$ cat src/rtl/display_mode_ctrl.sv
// Two-button display mode controller: synchronizes and debounces the buttons,
// then sequences FULL/SINGLE display modes with a blanking window around each switch.
module display_mode_ctrl #(
    parameter int DEBOUNCE_CYCLES = 1000000,
    parameter int BLANK_CYCLES    = 100000,
    parameter int TIMEOUT_CYCLES  = 1000000000
) (
    input  logic       clk,
    input  logic       reset,
    input  logic       btn_mode,
    input  logic       btn_next,
    output logic       mode,
    output logic [2:0] digit_sel,
    output logic       blank,
    output logic       mode_changed
);
    localparam int DB_W = (DEBOUNCE_CYCLES > 1) ? $clog2(DEBOUNCE_CYCLES) : 1;
    localparam int BL_W = $clog2(BLANK_CYCLES);
    localparam int TO_W = ($clog2(TIMEOUT_CYCLES) > 32) ? $clog2(TIMEOUT_CYCLES) : 32;

    localparam logic [DB_W-1:0] DB_LAST = DB_W'(DEBOUNCE_CYCLES - 1);
    localparam logic [BL_W-1:0] BL_LAST = BL_W'(BLANK_CYCLES - 1);
    localparam logic [TO_W-1:0] TO_LAST = TO_W'(TIMEOUT_CYCLES - 1);

    typedef enum logic [1:0] {
        S_FULL,
        S_BLANK_TO_SINGLE,
        S_SINGLE,
        S_BLANK_TO_FULL
    } state_e;

    // Bit 0 carries the mode button, bit 1 the next button.
    logic [1:0]           sync1_q, sync2_q;
    logic [1:0]           level_q, level_d;
    logic [1:0]           press_q, press_d;
    logic [1:0][DB_W-1:0] db_cnt_q, db_cnt_d;

    state_e               state_q, state_d;
    logic                 mode_q, mode_d;
    logic [2:0]           digit_sel_q, digit_sel_d;
    logic                 mode_changed_q, mode_changed_d;
    logic [BL_W-1:0]      blank_cnt_q, blank_cnt_d;
    logic [TO_W-1:0]      to_cnt_q, to_cnt_d;

    logic                 mode_press, next_press;

    assign mode_press = press_q[0];
    assign next_press = press_q[1];

    // A level is accepted only after the synchronized input has disagreed with it
    // for DEBOUNCE_CYCLES consecutive cycles; agreement restarts the count.
    always_comb begin
        // NOTE: every combinational output gets a default first so no path can infer a latch.
        level_d  = level_q;
        press_d  = 2'b00;
        db_cnt_d = '0;
        for (int b = 0; b < 2; b++) begin
            if (sync2_q[b] != level_q[b]) begin
                if (db_cnt_q[b] == DB_LAST) begin
                    level_d[b] = sync2_q[b];
                    press_d[b] = sync2_q[b];
                end else begin
                    db_cnt_d[b] = db_cnt_q[b] + DB_W'(1);
                end
            end
        end
    end

    always_comb begin
        state_d        = state_q;
        mode_d         = mode_q;
        digit_sel_d    = digit_sel_q;
        mode_changed_d = 1'b0;
        blank_cnt_d    = blank_cnt_q;
        to_cnt_d       = to_cnt_q;
        case (state_q)
            S_FULL: begin
                if (mode_press) begin
                    state_d     = S_BLANK_TO_SINGLE;
                    digit_sel_d = 3'd0;
                    blank_cnt_d = '0;
                end
            end
            S_BLANK_TO_SINGLE, S_BLANK_TO_FULL: begin
                // Mode flips one edge into the window; BLANK_CYCLES >= 2 keeps that apart from the exit edge.
                if (blank_cnt_q == '0) begin
                    mode_d         = ~mode_q;
                    mode_changed_d = 1'b1;
                end
                if (blank_cnt_q == BL_LAST) begin
                    state_d  = (state_q == S_BLANK_TO_SINGLE) ? S_SINGLE : S_FULL;
                    to_cnt_d = '0;
                end else begin
                    blank_cnt_d = blank_cnt_q + BL_W'(1);
                end
            end
            S_SINGLE: begin
                if (mode_press) begin
                    state_d     = S_BLANK_TO_FULL;
                    blank_cnt_d = '0;
                end else if (next_press) begin
                    digit_sel_d = digit_sel_q + 3'd1;
                    to_cnt_d    = '0;
                end else if (to_cnt_q == TO_LAST) begin
                    state_d     = S_BLANK_TO_FULL;
                    blank_cnt_d = '0;
                end else begin
                    to_cnt_d = to_cnt_q + TO_W'(1);
                end
            end
            default: state_d = S_FULL;
        endcase
    end

    always_ff @(posedge clk or posedge reset) begin
        if (reset) begin
            sync1_q        <= '0;
            sync2_q        <= '0;
            level_q        <= '0;
            press_q        <= '0;
            db_cnt_q       <= '0;
            state_q        <= S_FULL;
            mode_q         <= 1'b0;
            digit_sel_q    <= 3'd0;
            mode_changed_q <= 1'b0;
            blank_cnt_q    <= '0;
            to_cnt_q       <= '0;
        end else begin
            // NOTE: non-blocking assignments so every register samples pre-edge values.
            sync1_q        <= {btn_next, btn_mode};
            sync2_q        <= sync1_q;
            level_q        <= level_d;
            press_q        <= press_d;
            db_cnt_q       <= db_cnt_d;
            state_q        <= state_d;
            mode_q         <= mode_d;
            digit_sel_q    <= digit_sel_d;
            mode_changed_q <= mode_changed_d;
            blank_cnt_q    <= blank_cnt_d;
            to_cnt_q       <= to_cnt_d;
        end
    end

    assign mode         = mode_q;
    assign digit_sel    = digit_sel_q;
    assign blank        = (state_q == S_BLANK_TO_SINGLE) || (state_q == S_BLANK_TO_FULL);
    assign mode_changed = mode_changed_q;

endmodule

$ cat config.mk
export PLATFORM = sky130hd
export DESIGN_NAME = display_mode_ctrl
export DESIGN_NICKNAME = d
export VERILOG_FILES = /design/src/rtl/display_mode_ctrl.sv
export SDC_FILE = /design/constraint.sdc
export NUM_CORES = 1
export LEC_CHECK = 0
export BUFFER_PORTS_ARGS = -buffer_cell sky130_fd_sc_hd__buf_2
export CORE_MARGIN = 4
export CORE_UTILIZATION = 25
export DETAILED_ROUTE_END_ITERATION = 6
export PLACE_DENSITY_LB_ADDON = 0.05
export RECOVER_POWER = 100
export SYNTH_ARGS = -nofsm -noshare
export SYNTH_HDL_FRONTEND = slang
export SYNTH_SLANG_ARGS = --single-unit
$ cat constraint.sdc
create_clock -name clk -period 5.25 [get_ports clk]
set_clock_uncertainty 0.1 [all_clocks]
set_input_delay 0.525 -clock clk [delete_from_list [all_inputs] [get_ports clk]]
set_output_delay 0.525 -clock clk [all_outputs]
set_load 0.02 [all_outputs]
==> results.toml <==
[layout]
fin_area_mm2 = 0.00597
drive_gt1_share_pct = 5.09
seq_area_mm2 = 0.00260
final_common_cell = "dfrtp_1"
multiInputGateArea_mm2 = 0.00259
final_cell_mix = "dfrtp_1 (104), nor2_1 (69), o21ai_0 (63)"
fill_cells = 2250
antenna_cells = 0
final_util_pct = 28.3
nets = 598
area_growth_pct = 10.9

[placed_design]
place_ws_ns = 1.97
placed_area_mm2 = 0.00568
dp_hpwl_um = 8740
gp_congestion = 0.748
port_buffers = 9

[die]
die_area_mm2 = 0.0239
ios = 10
fp-row-count = 53
die_y_um = 155
start_util_pct = 25.5
die_width_um = 155
core_area_mm2 = 0.0211

[drt]
drtPass1Iterations = 5
wl_um = 13200
antenna_left = 0
wl_per_cell_um = 15.3
drt_iter0_drc = 197
drc_errors = 0
num_vias = 4311
routed_via_density = 4.99

[synthesis]
yosysUniqueCellTypes = 51
syn_inst = 583
async_flop_share_pct = 100
syn_area_mm2 = 0.00538
ys_seq_area_share_pct = 48.3
synth_edf_count = 0
ys.flop_type = "dfrtp_1"
synth_seq_cells = 104
ys_warn_count = 0
synth_fp_nets = 597
syn_area_per_cell_um2 = 9.23

[worst_setup_path]
required_ns = 5.39
cp_max_fo = 34
crit_path_end_kind = "register"
arrival_ns = 4.04
worstSetupPathType = "reg -> reg"
reg2regPathDepth = 9
cp-start-kind = "register"

[grt]
grtUsageTotal_pct = 11.5
grt-ovfl-total = 0
grt_max_degree = 61
antenna_found_initial = 0
grt_pass1_vias = 4238
grt_first_pass_wirelength_um = 22600

[clocking]
clk_pin_slew_ns = 0.08
clockRootBuffer = "clkbuf_16"
cts.sinks = 104
cts_hold_buf = 0
numCtsBuffers = 9
clockBufferDepth = 2
clock_latency_ns = 0.36
cts_tree = "done"
htree_levels = 3
post_cts_resized = 0
post_cts_buffers = 0

[timing]
setup_viol = 0
fin_crit_sh_pct = 74.5
tightest_slew_ns = 2.75
slew_headroom_pct = -84.3
drv_slew = 96
finalWorstSetupSlack_ns = 1.34
timing_hold_violations_final = 0
tns_ns = 0
fmax_ghz = 0.256
period_minus_slack_ns = 3.91
fin_hold_ws_ns = 0.181
rsz0062_at_grt = "no"

[pwr]
ir_worst_vdd_mv = 0.162
power.leakage_nw = 2.49
power_density_mw_per_mm2 = 267

[run]
cap_viol_max_count = 2

[worst_hold_path]
hold_class = "in -> reg"
hold_depth = 1

[status]
violations = "max-capacitance violations, max-slew violations"
status = "finished with violations"
synthesized netlist by cell type, types with 15 or more instances:
cell type,count,area (µm²)
nand4_1,21,131
nand3_1,40,200
and3_1,22,138
nand2_1,50,188
xor2_1,24,210
a31oi_1,15,93.8
o21ai_0,56,280
nor2_1,69,259
dfrtp_1,104,2600
inv_1,17,63.8
a21oi_1,20,100
through the flow:
step	total power, mW	cells
global placement	0.859	848
detailed placement	0.860	848
CTS	1.63	864
floorplan	0.847	583
finish	1.59	864
global route	1.67	864
cells by family after synthesis:
| group | synth area share [%] |
|---|---|
| multiplexers | 0.418 |
| AND/OR/NAND/NOR | 25.1 |
| adder cells (fa/ha/maj) | 2.32 |
| XOR/XNOR | 5.86 |
| AO/OA/AOI/OAI | 14.8 |
| buffers and inverters | 3.18 |
| flip-flops | 48.3 |
flip-flops by register name, summed over array words and instances, names as in the netlist:
signal and count:
mode 1, level_q 2, blank_cnt_q 17, sync1_q 2, to_cnt_q 32, press_q 2
db_cnt_q 40, state_q 2, mode_changed 1, digit_sel 3, sync2_q 2
worst paths after layout:
kind / start / end / slack [ns]
min reg2reg: sync1_q[0] / sync2_q[0] / 0.25
min: btn_next / sync1_q[1] / 0.18
max reg2reg: state_q[0] / to_cnt_q[30] / 1.34
max: state_q[0] / to_cnt_q[30] / 1.34
min in group asynchronous: reset / to_cnt_q[21] / 0.84
max in group asynchronous: reset / blank_cnt_q[16] / 2.10
cell type report:
class	count	share of cell area [%]
Clock buffer	9	3.77
Clock inverter	7	1.68
Inverter	17	1.09
Multi-Input combinational cell	441	43.4
Sequential cell	104	43.6
Tap cell	275	5.76
Timing Repair Buffer	11	0.754
per-layer routing:
metal	track usage [%]	up-vias	wire, µm
li1	-	2106	-
met1	16.4	2142	6790
met2	17.9	52	5960
met3	2.32	11	339
met4	3.03	0	156
met5	0	-	0
worst max-delay path, stage by stage, from the launching register on:
cell	delay [ns]
dfrtp_1	0.43
ha_1	0.21
nor2_1	0.65
inv_1	0.37
nand2_1	0.23
o31ai_1	0.19
o21ai_2	0.09
clkbuf_1	1.11
o21ai_0	0.26
o41ai_1	0.13
report_power, final:
part	switching (mW)	internal (mW)	total [mW]
Combinational	0.0250	0.00540	0.0304
Sequential	0.00454	0.806	0.810
Clock	0.328	0.424	0.752
Total	0.358	1.24	1.59
(Power assumes the default switching activity.)
